$ cat src/rtl/vga_capture.sv
// VGA sink: rebuilds pixel coordinates from vsync/blank_n edges, emits framebuffer writes
// and checks line/frame geometry. Define VGA_CAPTURE_CHECKSUM_EN to add a per-frame data checksum.
module vga_capture #(
  parameter int H_ACTIVE    = 640,
  parameter int V_ACTIVE    = 480,
  parameter bit SYNC_ACTIVE = 1'b0
) (
  input  logic        clock,
  input  logic        reset,
  input  logic        vga_hsync,
  input  logic        vga_vsync,
  input  logic        vga_blank_n,
  input  logic [7:0]  vga_r,
  input  logic [7:0]  vga_g,
  input  logic [7:0]  vga_b,
  output logic        wr_en,
  output logic [9:0]  wr_x,
  output logic [9:0]  wr_y,
  output logic [23:0] wr_data,
  output logic        frame_done,
  output logic        locked,
  output logic        err_pulse,
  output logic [7:0]  err_count,
  output logic [15:0] frame_count
`ifdef VGA_CAPTURE_CHECKSUM_EN
  ,
  output logic [31:0] frame_sum
`endif
);

  localparam logic [9:0] H_LIM = 10'(H_ACTIVE);
  localparam logic [9:0] V_LIM = 10'(V_ACTIVE);

  typedef enum logic {WAIT_FRAME = 1'b0, ACTIVE = 1'b1} state_t;

  state_t      r_state, w_state_nx;
  logic        r_hs_unused, r_vs, r_bn, r_vs_d, r_bn_d;
  logic [23:0] r_rgb;
  logic [9:0]  r_x, r_y, w_x_nx, w_y_nx, w_x_upd, w_y_upd;
  logic        w_vs, w_pix, w_eol, w_eol_ok;
  logic        w_write, w_done, w_err;

  logic        r_wr_en, r_frame_done, r_locked, r_err_pulse;
  logic [9:0]  r_wr_x, r_wr_y;
  logic [23:0] r_wr_data;
  logic [7:0]  r_err_count;
  logic [15:0] r_frame_count;

  // NOTE: sequential state uses non-blocking assignments so every register samples pre-edge values.
  always_ff @(posedge clock) begin
    if (reset) begin
      r_hs_unused <= ~SYNC_ACTIVE;
      r_vs        <= ~SYNC_ACTIVE;
      r_vs_d      <= ~SYNC_ACTIVE;
      r_bn        <= 1'b0;
      r_bn_d      <= 1'b0;
      r_rgb       <= '0;
    end else begin
      r_hs_unused <= vga_hsync;
      r_vs        <= vga_vsync;
      r_vs_d      <= r_vs;
      r_bn        <= vga_blank_n;
      r_bn_d      <= r_bn;
      r_rgb       <= {vga_r, vga_g, vga_b};
    end
  end

  assign w_vs     = (r_vs == SYNC_ACTIVE) && (r_vs_d != SYNC_ACTIVE);
  assign w_pix    = r_bn;
  assign w_eol    = r_bn_d && !r_bn;
  assign w_eol_ok = w_eol && (r_x == H_LIM);
  // Coordinates after a completed line; the vsync check looks at these when both coincide.
  assign w_x_upd  = w_eol_ok ? 10'd0 : r_x;
  assign w_y_upd  = w_eol_ok ? r_y + 10'd1 : r_y;

  always_ff @(posedge clock) begin
    if (reset) begin
      r_state <= WAIT_FRAME;
      r_x     <= '0;
      r_y     <= '0;
    end else begin
      r_state <= w_state_nx;
      r_x     <= w_x_nx;
      r_y     <= w_y_nx;
    end
  end

  // NOTE: every always_comb output gets a default first, so no path can infer a latch.
  always_comb begin
    w_write = 1'b0;
    w_done  = 1'b0;
    w_err   = 1'b0;
    if (r_state == ACTIVE) begin
      if (w_pix) begin
        if (!w_vs && (r_x < H_LIM) && (r_y < V_LIM)) w_write = 1'b1;
        else                                         w_err   = 1'b1;
      end else if (w_vs) begin
        if ((!w_eol || w_eol_ok) && (w_y_upd == V_LIM) && (w_x_upd == 10'd0)) w_done = 1'b1;
        else                                                                 w_err  = 1'b1;
      end else if (w_eol && !w_eol_ok) begin
        w_err = 1'b1;
      end
    end
  end

  always_comb begin
    w_state_nx = r_state;
    w_x_nx     = r_x;
    w_y_nx     = r_y;
    case (r_state)
      WAIT_FRAME: begin
        if (w_vs) begin
          w_state_nx = ACTIVE;
          w_x_nx     = '0;
          w_y_nx     = '0;
        end
      end
      ACTIVE: begin
        if (w_vs) begin
          w_x_nx = '0;
          w_y_nx = '0;
        end else if (w_err) begin
          w_state_nx = WAIT_FRAME;
        end else if (w_write) begin
          w_x_nx = r_x + 10'd1;
        end else if (w_eol_ok) begin
          w_x_nx = w_x_upd;
          w_y_nx = w_y_upd;
        end
      end
      default: w_state_nx = WAIT_FRAME;
    endcase
  end

  always_ff @(posedge clock) begin
    if (reset) begin
      r_wr_en       <= 1'b0;
      r_wr_x        <= '0;
      r_wr_y        <= '0;
      r_wr_data     <= '0;
      r_frame_done  <= 1'b0;
      r_locked      <= 1'b0;
      r_err_pulse   <= 1'b0;
      r_err_count   <= '0;
      r_frame_count <= '0;
    end else begin
      r_wr_en      <= w_write;
      r_frame_done <= w_done;
      r_err_pulse  <= w_err;
      if (w_write) begin
        r_wr_x    <= r_x;
        r_wr_y    <= r_y;
        r_wr_data <= r_rgb;
      end
      if (w_err) begin
        r_locked <= 1'b0;
        if (r_err_count != 8'hFF) r_err_count <= r_err_count + 8'd1;
      end else if (w_done) begin
        r_locked      <= 1'b1;
        r_frame_count <= r_frame_count + 16'd1;
      end
    end
  end

`ifdef VGA_CAPTURE_CHECKSUM_EN
  logic [31:0] r_acc, r_frame_sum;

  always_ff @(posedge clock) begin
    if (reset) begin
      r_acc       <= '0;
      r_frame_sum <= '0;
    end else if (w_err) begin
      r_acc <= '0;
    end else if (w_done) begin
      r_frame_sum <= r_acc;
      r_acc       <= '0;
    end else if (w_write) begin
      r_acc <= r_acc + {8'd0, r_rgb};
    end
  end

  assign frame_sum = r_frame_sum;
`endif

  assign wr_en       = r_wr_en;
  assign wr_x        = r_wr_x;
  assign wr_y        = r_wr_y;
  assign wr_data     = r_wr_data;
  assign frame_done  = r_frame_done;
  assign locked      = r_locked;
  assign err_pulse   = r_err_pulse;
  assign err_count   = r_err_count;
  assign frame_count = r_frame_count;

endmodule

$ cat config.mk
export PLATFORM = sky130hd
export DESIGN_NAME = vga_capture
export DESIGN_NICKNAME = d
export VERILOG_FILES = /design/src/rtl/vga_capture.sv
export SDC_FILE = /design/constraint.sdc
export NUM_CORES = 1
export LEC_CHECK = 0
export CAP_MARGIN = 0
export CORE_UTILIZATION = 51
export DETAILED_ROUTE_END_ITERATION = 10
export GPL_ROUTABILITY_DRIVEN = 0
export PLACE_DENSITY = 0.79
export SLEW_MARGIN = 0
export SYNTH_ARGS = -nofsm -noshare
export SYNTH_HDL_FRONTEND = slang
export SYNTH_SLANG_ARGS = --single-unit
$ cat constraint.sdc
create_clock -name clock -period 3.7 [get_ports clock]
set_input_delay 0.74 -clock clock [delete_from_list [all_inputs] [get_ports clock]]
set_output_delay 0.74 -clock clock [all_outputs]
set_load 0.05 [all_outputs]
# Word level (Yosys, flattened, before mapping)
# Cells that the tools add are included.
[classes] n_eq_ne=8 add_sub_neg=4 magnitude_cmp=2 n_reduce_logical=19 bitwise_logic=3 n_mux=30
[ops] operator="10-bit two-way mux" count=11
[ops] operator="10-bit one-hot mux with 2 select lines" count=2
[ops] operator="10-bit by 1-bit adder with 10-bit output, second input constant" count=2
[ops] operator="16-bit by 1-bit adder with 16-bit output, second input constant" count=1
[ops] operator="1-bit two-way mux" count=16
[ops] operator="10-bit == test, second input constant" count=1
[ops] operator="10-bit by 9-bit == test with 1-bit output, second input constant" count=1
[ops] operator="10-bit logical NOT" count=1
[ops] operator="10-bit less-than comparator, second input constant" count=1
[ops] operator="10-bit by 9-bit less-than comparator with 1-bit output, second input constant" count=1
[ops] operator="8-bit by 1-bit adder with 8-bit output, second input constant" count=1
[ops] operator="1-bit logical AND" count=8
[ops] operator="8-bit inequality test, second input constant" count=1
[ops] operator="3-bit inequality test, second input constant" count=2
[ops] operator="1-bit logical NOT" count=4
[ops] operator="4-bit by 1-bit inequality test with 1-bit output, second input constant" count=1
[ops] operator="2-bit AND reduction" count=2
[ops] operator="4-bit AND reduction" count=1
[ops] operator="3-bit by 1-bit inequality test with 1-bit output, second input constant" count=1
[ops] operator="1-bit NOT" count=3
[ops] operator="3-bit AND reduction" count=1
[ops] operator="2-bit inequality test, second input constant" count=1
[ops] operator="1-bit one-hot mux with 2 select lines" count=1
[ops] operator="2-bit OR reduction" count=1
[ops] operator="1-bit logical OR" count=1
[totals] regBits=121 out_inout_bits=72 inputBits=29 wordCells=83

# Logic depth before layout (Yosys ltp)
# Gate-level depths: netlist of run 1.
[depth] word_depth=14 ltp_mapped=11 depth_no_buf=10

# Worst setup path after synthesis of run 1
# No wires, ideal clock.
[synth_timing] path_type="register to register" from="register r_x[5]" to="register r_frame_count[12] (netlist: frame_count[12])" t_arrival_ps=2804 required_time_ps=3577 setup_ps=123 path_buffers=0 setup_slack_ps=773 period_less_slack_ps=2927 path_stages_with_launch=9 path_cell_list="dfxtp_1 > or4_4 > nor4_4 > mux2i_1 > nand2_1 > nor4_4 > nand2_4 > nor4_2 > mux2_1"
[synth_via] elab_chain_cells=12 elab_cells_between_ends=26 cone_classes="1 x order compare; 2 x eq/ne; 12 x mux; 1 x bitwise; 10 x reduce/logical"
[synth_lines] element="from (decl)" line_no="39" text="logic [9:0] r_x, r_y, w_x_nx, w_y_nx, w_x_upd, w_y_upd;"
[synth_lines] element="from (signal assigned)" line_no="83" text="r_x <= w_x_nx;"
[synth_lines] element="10-bit == test" line_no="71" text="assign w_eol_ok = w_eol && (r_x == H_LIM);"
[synth_lines] element="1-bit logical AND" line_no="71"
[synth_lines] element="10-bit two-way mux" line_no="74" text="assign w_y_upd = w_eol_ok ? r_y + 10'd1 : r_y;"
[synth_lines] element="10-bit by 9-bit == test with 1-bit output" line_no="98" text="if ((!w_eol || w_eol_ok) && (w_y_upd == V_LIM) && (w_x_upd == 10'd0)) w_done = 1'b1;"
[synth_lines] element="1-bit logical AND (2 in a row)" line_no="98"
[synth_lines] element="1-bit two-way mux" line_no="98"
[synth_lines] element="1-bit two-way mux" line_no="97" text="end else if (w_vs) begin"
[synth_lines] element="1-bit two-way mux" line_no="94" text="if (w_pix) begin"
[synth_lines] element="1-bit two-way mux" line_no="93" text="if (r_state == ACTIVE) begin"
[synth_lines] element="1-bit NOT (no source line)"
[synth_lines] element="2-bit AND reduction (no source line) (*)"
[synth_lines] element="to (signal assigned)" line_no="160" text="r_frame_count <= r_frame_count + 16'd1;"
[synth_lines] element="to (decl)" line_no="47" text="logic [15:0] r_frame_count;"
# Every way passes the cells marked *; elsewhere a longest branch is shown, timed or not.
# A chain may end at the register's enable or synchronous reset.

# Worst setup path in the final report of run 1
[layout_timing] from="register r_y[0]" to="register r_frame_count[9] (netlist: frame_count[9])"
[layout_via] elab_chain_cells=11 elab_cells_between_ends=18 cone_classes="1 x add/sub; 1 x order compare; 1 x eq/ne; 10 x mux; 1 x bitwise; 4 x reduce/logical"
[layout_lines] element="from (decl)" line_no="39"
[layout_lines] element="from (signal assigned)" line_no="84" text="r_y <= w_y_nx;"
[layout_lines] element="10-bit by 1-bit adder with 10-bit output" line_no="74"
[layout_lines] element="10-bit two-way mux" line_no="74"
[layout_lines] element="10-bit by 9-bit == test with 1-bit output" line_no="98"
[layout_lines] element="1-bit logical AND (2 in a row)" line_no="98"
[layout_lines] element="1-bit two-way mux" line_no="98"
[layout_lines] element="1-bit two-way mux" line_no="97"
[layout_lines] element="1-bit two-way mux" line_no="94"
[layout_lines] element="1-bit two-way mux" line_no="93"
[layout_lines] element="1-bit NOT (no source line)"
[layout_lines] element="2-bit AND reduction (no source line) (*)"
# Marks and branches as above.

==> results of run 1 <==
-- registers in the layout (all words and copies together), names as in the netlist --
name and count:
err_pulse 1, r_vs 1, wr_en 1, r_rgb 24, err_count 8, wr_y 10, locked 1, r_state 1
frame_count 16, r_bn 1, r_y 10, frame_done 1, wr_x 10, r_bn_d 1, r_x 10, wr_data 24
r_vs_d 1
-- report_power, final --
part | switching [mW] | total [mW] | internal [mW]
logic | 0.0744 | 0.127 | 0.0522
registers | 0.0111 | 1.33 | 1.32
clock network | 0.654 | 1.64 | 0.986
total | 0.739 | 3.10 | 2.36
-- critical path: cells and delay by family (launching register included) --
family / cells / cell delay [ps]
AOI/OAI and AO/OA: 2 / 520
and+or+nand+nor: 5 / 1530
buffers and inverters: 1 / 190
adders and majority gates: 1 / 370
DFF: 1 / 540
xor gates and xnor gates: 1 / 260
-- placed cells by master, fill, tap and decap left out, drive strengths merged, types with 6 or more instances in the layout --
master,synthesis,final
xor2,6,6
buf,4,7
and3,8,8
nor2b,34,34
nand3,17,17
inv,8,18
nor4,11,11
or2,9,9
and2,6,6
clkbuf,30,17
nand2,108,108
o21ai,19,19
nand4,21,21
clkdlybuf4s50,0,98
dfxtp,121,121
nor3,9,9
a21oi,60,60
nor2,45,45
mux2,6,6
-- logic make-up after synthesis --
kind of cell,Yosys count
compound gates,113
xor+xnor,10
fa+ha+maj,5
buf+inv,42
flops,121
mux,10
simple gates,293
-- per-layer routing --
layer | track usage, % | routed length, um
met5 | 0 | 0
met4 | 11.6 | 297
met3 | 9.71 | 900
met2 | 44.3 | 6610
met1 | 29.1 | 5140
-- worst min-delay path by stage --
stage	startpoint	endpoint	depth (start not counted)
CTS	r_rgb[0]$_SDFF_PP0_	wr_data[0]$_SDFFE_PP0P_	2
detailed placement	r_rgb[13]$_SDFF_PP0_	wr_data[13]$_SDFFE_PP0P_	2
global placement	r_rgb[10]$_SDFF_PP0_	wr_data[10]$_SDFFE_PP0P_	2
finish	r_rgb[22]$_SDFF_PP0_	wr_data[22]$_SDFFE_PP0P_	2
floorplan	r_rgb[0]$_SDFF_PP0_	wr_data[0]$_SDFFE_PP0P_	2
global route	r_rgb[21]$_SDFF_PP0_	wr_data[21]$_SDFFE_PP0P_	2
-- layout make-up --
cell class / instances / share of cell area, %
sequential: 121 / 35.9
multi-input combinational: 431 / 37.0
clock inverter: 15 / 2.64
clock buffer: 17 / 6.15
timing repair buffer: 105 / 15.3
inverter: 8 / 0.446
tap: 133 / 2.47
-- stage by stage --
step                hold WS [ps]  worst slack (ps)  power, mW
floorplan                    417               773       1.43
global placement             419               492       1.48
detailed placement           428               364       1.49
CTS                          436               292       3.12
global route                 448              22.2       3.20
finish                       435               234       3.10
-- timing repair --
item                                    CTS  global route
gates resized for setup                   0             1
setup buffers                             0             1
hold buffers                              0             0
endpoints found under the setup margin    0             2
==> results by stage, run 1 <==
Critical path:
- In this design, the stage delay of the slowest critical-path cell is approximately 540 ps.
- The endpoint identified for the worst register-to-register timing path is frame_count[9]$_SDFFE_PP0P_.
- The critical path starts at r_y[0]$_SDFFE_PP0P_.
- The capture point of the critical path is frame_count[9]$_SDFFE_PP0P_.
- The origin of the critical flop-to-flop path is r_y[0]$_SDFFE_PP0P_.
- The data required time of the worst path is just over 4000 ps.
- Measured in cells, the most critical reg-to-reg path has a length of 10.
- The top fanout value on the critical path is 10.
- The critical path goes through ha_2, nand4b_1, nor4_1, xnor2_1, o2111ai_1, nor4_4, buf_4, nand4_1, or4_1, a21oi_1.
- The master of the slowest instance on the critical path is sky130_fd_sc_hd__dfxtp_1.
- The type of element launching the critical path is a register.
- The worst endpoint data arrival time is a little under 4000 ps.
- STA classifies the critical path endpoint as a register.
- The minimum setup slack among reg-to-reg paths is 230 ps.
- The classification of the worst setup path is reg2reg.

Yosys:
- In the synthesized netlist, the number of instances is slightly below 600.
- The mapped netlist covers between 5000 and 6000 um2.
- The largest total area in the synthesized netlist belongs to sky130_fd_sc_hd__dfxtp_1.
- After synthesis, the most frequently instantiated cells are sky130_fd_sc_hd__dfxtp_1 (121), sky130_fd_sc_hd__nand2_1 (107), sky130_fd_sc_hd__a21oi_1 (59), sky130_fd_sc_hd__nor2_1 (44), sky130_fd_sc_hd__nor2b_1 (34).
- The synthesized netlist devotes around 14% of its cell area to compound gates.
- After Yosys synthesis, and, or, nand and nor cells account for around 30% of the synthesized area.
- The area share of the largest cell type after synthesis is 47.7%.
- Sorting the synthesized cells by area gives the leading types as sky130_fd_sc_hd__dfxtp_1 (48%), sky130_fd_sc_hd__nand2_1 (7.9%), sky130_fd_sc_hd__a21oi_1 (5.8%).
- Each instance of the synthesized netlist takes up on average 8.55 um2.
- The sequential fraction of the synthesis area is a little under half.
- The number of nets in the synthesized netlist is around 630.
- Yosys mapped the design onto 59 distinct sky130hd cell types.
- Of the total synthesized cell area, the portion taken by full adders, half adders and majority gates is ~1.2%.
- The count of state elements after synthesis is between 100 and 150.
- In the synthesized netlist the dominant register cell turns out to be sky130_fd_sc_hd__dfxtp_1.
- In this run, synthesis inferred 0 flip-flops with an integrated enable.
- The share of async-settable or async-resettable flops after synthesis is 0%.
- Yosys instantiated no cell more often than sky130_fd_sc_hd__dfxtp_1.
- Of the total synthesized cell area, the portion taken by XOR and XNOR cells is between 1.5 and 2%.
- The mux contribution to synthesized area is ~2.1%.
- By area, the combinational part of the netlist is dominated by simple AND/OR/NAND/NOR gates.
- The total of warnings raised by yosys is 0.

Drt:
- The mean routed wirelength per cell is approximately 16 um.
- The detailed router finished its first iteration with roughly 260 violations.
- The first detailed-routing pass ran for 5 iterations.
- The mean number of vias per cell is between 5 and 6.
- For this block, the routed nets add up to approximately 13000 um of wire.
- The detailed-route DRC error count is 0.
- The overall via count from detail_route is between 4000 and 5000.
- The number of routed nets with antenna violations is 0.

Clock tree:
- The clock buffer count from CTS is 17.
- The clock drives 121 sinks.
- TritonCTS built the clock tree.
- The clock passes through at most 2 buffers.
- The maximum level of the CTS H-tree is 4.
- The clock-pin slew on the worst setup and hold paths is roughly 60 ps.
- The clock latency reported for the late side of the worst-skew pair is approximately 520 ps.
- Clock tree synthesis selected as its root buffer the cell sky130_fd_sc_hd__clkbuf_8.

STA:
- The final-layout setup total negative slack is 0 ps.
- Setup repair after global routing left no endpoint under its margin.
- The number of pins with negative max-slew slack in the final report came to 0.
- The ratio of final minimum period to clock period is 93.7%.
- The clock arrives with between 10 and 15 ps of skew.
- The measured slew at the worst slew-check pin is around 750 ps.
- The highest clock rate is ~0.29 GHz.
- The count of endpoints failing setup in the final report is 0.
- After layout, the minimum clock period comes to ~3500 ps.
- The number of hold-slack violations in the final timing report came to 0.
- The worst pin sits at a relative slew slack of roughly half.

Power:
- The power per standard cell area is ~460 nW/um2.
- IR analysis of the VDD net gives a maximum drop of between 0.0003 and 0.0004 V.
- The leakage power figure is approximately 2.4 nW.

Floorplanning:
- The horizontal die dimension is 102 um.
- The floorplan step defined a die boundary enclosing roughly 10000 um2.
- The vertical die dimension is between 100 and 150 um.
- The placement row count is 36.
- The number of top-level design ports is approximately 100.
- The area of the placeable core is around 10000 um2.
- The starting utilization of the core area is between 50% and 60%.

Worst hold path:
- The min-delay analysis places its worst path in the category reg2reg.

Layout:
- The register cell area after layout is ~2400 um2.
- The final design utilization is around 69%.
- From synthesis to final layout, the design area changed by 32.6%.
- The antenna diode count is 0.
- For this run, the post-layout net count is a little over 700.
- In the final layout, the share of cells above drive strength 1 is about a tenth.
- The layout has 776 filler cells.
- Summing all non-filler instances in the final layout gives an area of roughly 6700 um2.
- The area taken by multi-input logic gates is 2490 um2.
- After the flow finishes, the layout carries non-filler instances totaling just over 800.

Global routing:
- The number of global-route vias before repair was ~4500.
- The aggregate global-route resource usage is between 20% and 30%.
- The first global-routing pass estimated approximately 21000 um of wire.
- The overflow left after global routing is 0.
- Entering global routing, the biggest net connects 57 pins.
- The number of antenna violations at the first check in global routing is 0.

Run status:
- The flow ran to the end, and the final reports show no timing, DRC or antenna violations.

Place:
- In this run the tool buffered the top-level ports with 99 buffer cells.
- The area after detailed placement is 6140 um2.
- The post-detailed-placement half-perimeter wirelength is 8530 um.
- Counting tap cells, the placed design contains a total of about 800 instances.

Job:
- The number of maximum-capacitance constraint violations is 0.
(Power assumes the default switching activity.)
==> run 2: changes to the inputs <==
- ABC_CLOCK_PERIOD_IN_PS: not set -> 3700
==> results of run 2 <==
Same layout as run 1: the final DEF is identical, and so are final timing and power.
==> run 3: changes to the inputs <==
- CORE_UTILIZATION: 51 -> 60
- DONT_BUFFER_PORTS: not set -> 1
- PLACE_DENSITY: 0.79 -> 0.76
==> results by stage, run 3 (synthesis gave the netlist of run 1 again) <==
Layout:
- The number of inserted filler cells in the final layout is 655 (-16%).
- The antenna diode count is 0 (unchanged).
- Leaving out fill and tap cells, the most frequent cells in the layout are sky130_fd_sc_hd__dfxtp_1 (121), sky130_fd_sc_hd__nand2_1 (107), sky130_fd_sc_hd__a21oi_1 (59), sky130_fd_sc_hd__nor2_1 (44), sky130_fd_sc_hd__nor2b_1 (34).
- The final design instance area without fill is 5680 um2 (-16%).
- The number of standard cells in the final layout excluding fillers is 702 (-15%).
- The layout cell share with drive strength beyond 1 is 10.9% (+1.1 points).
- The library cell used most frequently in the layout, excluding fill and tap cells, is sky130_fd_sc_hd__dfxtp_1.
- The post-layout net count is 618 (-14%).
- Compared with the post-synthesis result, the final layout area differs by 11.9%.

Critical path:
- The data required time of the worst path came to 4160 ps (about the same).
- The worst stage delay on the critical path is 540 ps (about the same).
- The kind of end point of the critical path is a register.
- The classification of the worst setup path is reg2reg.
- Among all stages on the critical path, the largest delay is contributed by sky130_fd_sc_hd__dfxtp_1.
- The worst endpoint data arrival time is 3820 ps (-90 ps).
- The type of element launching the critical path is a register.
- Traced cell by cell, the critical path runs through ha_1, nand4b_1, nor4_1, xnor2_1, o2111ai_1, nor4_4, nand4_1, or4_1, a21oi_1.
- The top fanout value on the critical path is 10 (unchanged).
- The worst reg-to-reg path cell count was 9 (-1).

Floorplanning:
- The starting utilization of the core area is 61.8% (+9.6 points).
- The area of the placeable core is 8220 um2 (-16%).
- The vertical die dimension is 94.0 um (-7.7%).
- The placement row count is 33 (-8.3%).
- The die footprint is 8840 um2 (-15%).
- The number of top-level design ports is 101 (unchanged).
- The horizontal die dimension is 94.0 um (-7.7%).

Worst hold path:
- The cell depth of the worst hold path came to 1 (-1).
- The tightest min-delay check is of the in2reg type.

Global routing:
- The overflow left after global routing is 0 (unchanged).
- The number of global-route vias before repair came to 4021 (-10%).
- The aggregate global-route resource usage is 27.6% (+1.6 points).
- The number of antenna violations at the first check in global routing is 0 (unchanged).
- The wire length of the first global-routing pass is 18700 um (-10%).
- The maximum number of pins on one net before global-route repair is 109 (+91%).

STA:
- The measured slew at the worst slew-check pin is 786 ps (+40.8 ps).
- The worst clock skew is 9.93 ps (-0.646 ps).
- The worst-case hold slack came to 277 ps (-159 ps).
- Setup repair after global routing left no endpoint under its margin.
- The count of endpoints failing setup in the final report is 0 (unchanged).
- The number of pins with negative max-slew slack in the final report is 0 (unchanged).
- The ratio of final minimum period to clock period is 90.7% (-2.9 points).
- The number of hold-slack violations in the final timing report is 0 (unchanged).
- The final-layout setup total negative slack is 0 ps (unchanged).
- The shortest clock period the worst path allows after layout is 3360 ps (-109 ps).
- The highest clock rate is 0.298 GHz (+3.2%).
- The relative slew slack is 47.2% (-2.7 points).

Clock tree:
- The setup fix buffers added after clock tree synthesis came to 0 (unchanged).
- The cts-stage hold buffer count is 0 (unchanged).
- The clock latency reported for the late side of the worst-skew pair is 530 ps (about the same).
- The number of buffers on the longest clock path is 2 (unchanged).
- The maximum level of the CTS H-tree came to 4 (unchanged).
- The clock-pin slew on the worst setup and hold paths came to 60 ps (about the same).
- The tree is rooted in a sky130_fd_sc_hd__clkbuf_8.
- The clock buffer count from CTS is 17 (unchanged).
- The TritonCTS clock tree is yes.
- The number of clock sinks seen by CTS is 121 (unchanged).
- The count of instances resized after the clock tree is built is 0 (unchanged).

Place:
- The post-detailed-placement half-perimeter wirelength is 7720 um (-9.5%).
- The instance count after placement with tap cells included is 670 (-16%).
- The area after detailed placement is 5110 um2 (-17%).
- The count of input and output buffers is 0 (-100%).

Drt:
- The number of routed nets with antenna violations came to 0 (unchanged).
- The mean number of vias per cell came to 6.10 (+6.9%).
- The mean routed wirelength per cell is 16.6 um (+6.7%).
- The detailed-route DRC error count came to 0 (unchanged).
- The length of the first detailed-routing pass in iterations is 5 (unchanged).
- The overall via count from detail_route is 4280 (-9.6%).
- The number of violations reported at the end of detailed-routing iteration 0 is 290 (+14%).
- The wire length reported by the detailed router is 11700 um (-9.8%).

Job:
- The number of maximum-capacitance constraint violations is 0 (unchanged).

Power:
- The leakage power figure was 2.00 nW (-15%).
- The power per standard cell area came to 526 nW/um2 (+14%).
- The maximum VDD drop came to 0.000334 V (-6.0%).

Run status:
- The flow ran to the end, and the final reports show no timing, DRC or antenna violations.
## run 3: path summary, 6_finish.rpt
path | startpoint | endpoint | slack (ps)
setup / recovery | r_y[0]$_SDFFE_PP0P_ | frame_count[9]$_SDFFE_PP0P_ | 340
setup reg to reg | r_y[0]$_SDFFE_PP0P_ | frame_count[9]$_SDFFE_PP0P_ | 340
hold reg to reg | r_rgb[4]$_SDFF_PP0_ | wr_data[4]$_SDFFE_PP0P_ | 430
hold / removal | reset | r_rgb[5]$_SDFF_PP0_ | 280
## run 3: worst max-delay path: cells and delay by family, from the launching register on
family | cells | cell delay [ps]
adders and majority gates | 1 | 390
and+or+nand+nor | 5 | 1640
AOI/OAI and AO/OA | 2 | 460
xor gates and xnor gates | 1 | 260
DFF | 1 | 540
## run 3: power by group
| part | total [mW] | internal (mW) | switching [mW] |
|---|---|---|---|
| Combinational | 0.0626 | 0.0225 | 0.0401 |
| Sequential | 1.35 | 1.32 | 0.0223 |
| Clock | 1.58 | 0.917 | 0.665 |
| Total | 2.99 | 2.26 | 0.728 |
## run 3: area by class of cell
type	count	area [um2]	area share, %
repair buffers	5	37.5	0.660
inverters	8	30.0	0.528
multi-input cells	431	2490	43.8
well taps	105	131	2.31
clock buffers	17	414	7.29
flip-flops and latches	121	2420	42.6
clock inverters	15	156	2.75
## run 3: stage by stage
step           power [mW]  utilization (%)  setup slack, ps
5_1_grt              3.08             69.2             45.2
2_1_floorplan        1.43                -              773
3_3_place_gp         1.43             62.2              462
3_5_place_dp         1.44             62.2              423
4_1_cts              3.00             69.2              385
6_report             2.99             69.2              343
## run 3: per-layer routing
metal	track usage (%)	vias to the layer above	part of all wire (%)
li1	-	2058	-
met1	31.7	1991	40
met2	45.5	202	49
met3	11.1	29	8.7
met4	11.4	0	2.1
met5	0	-	0
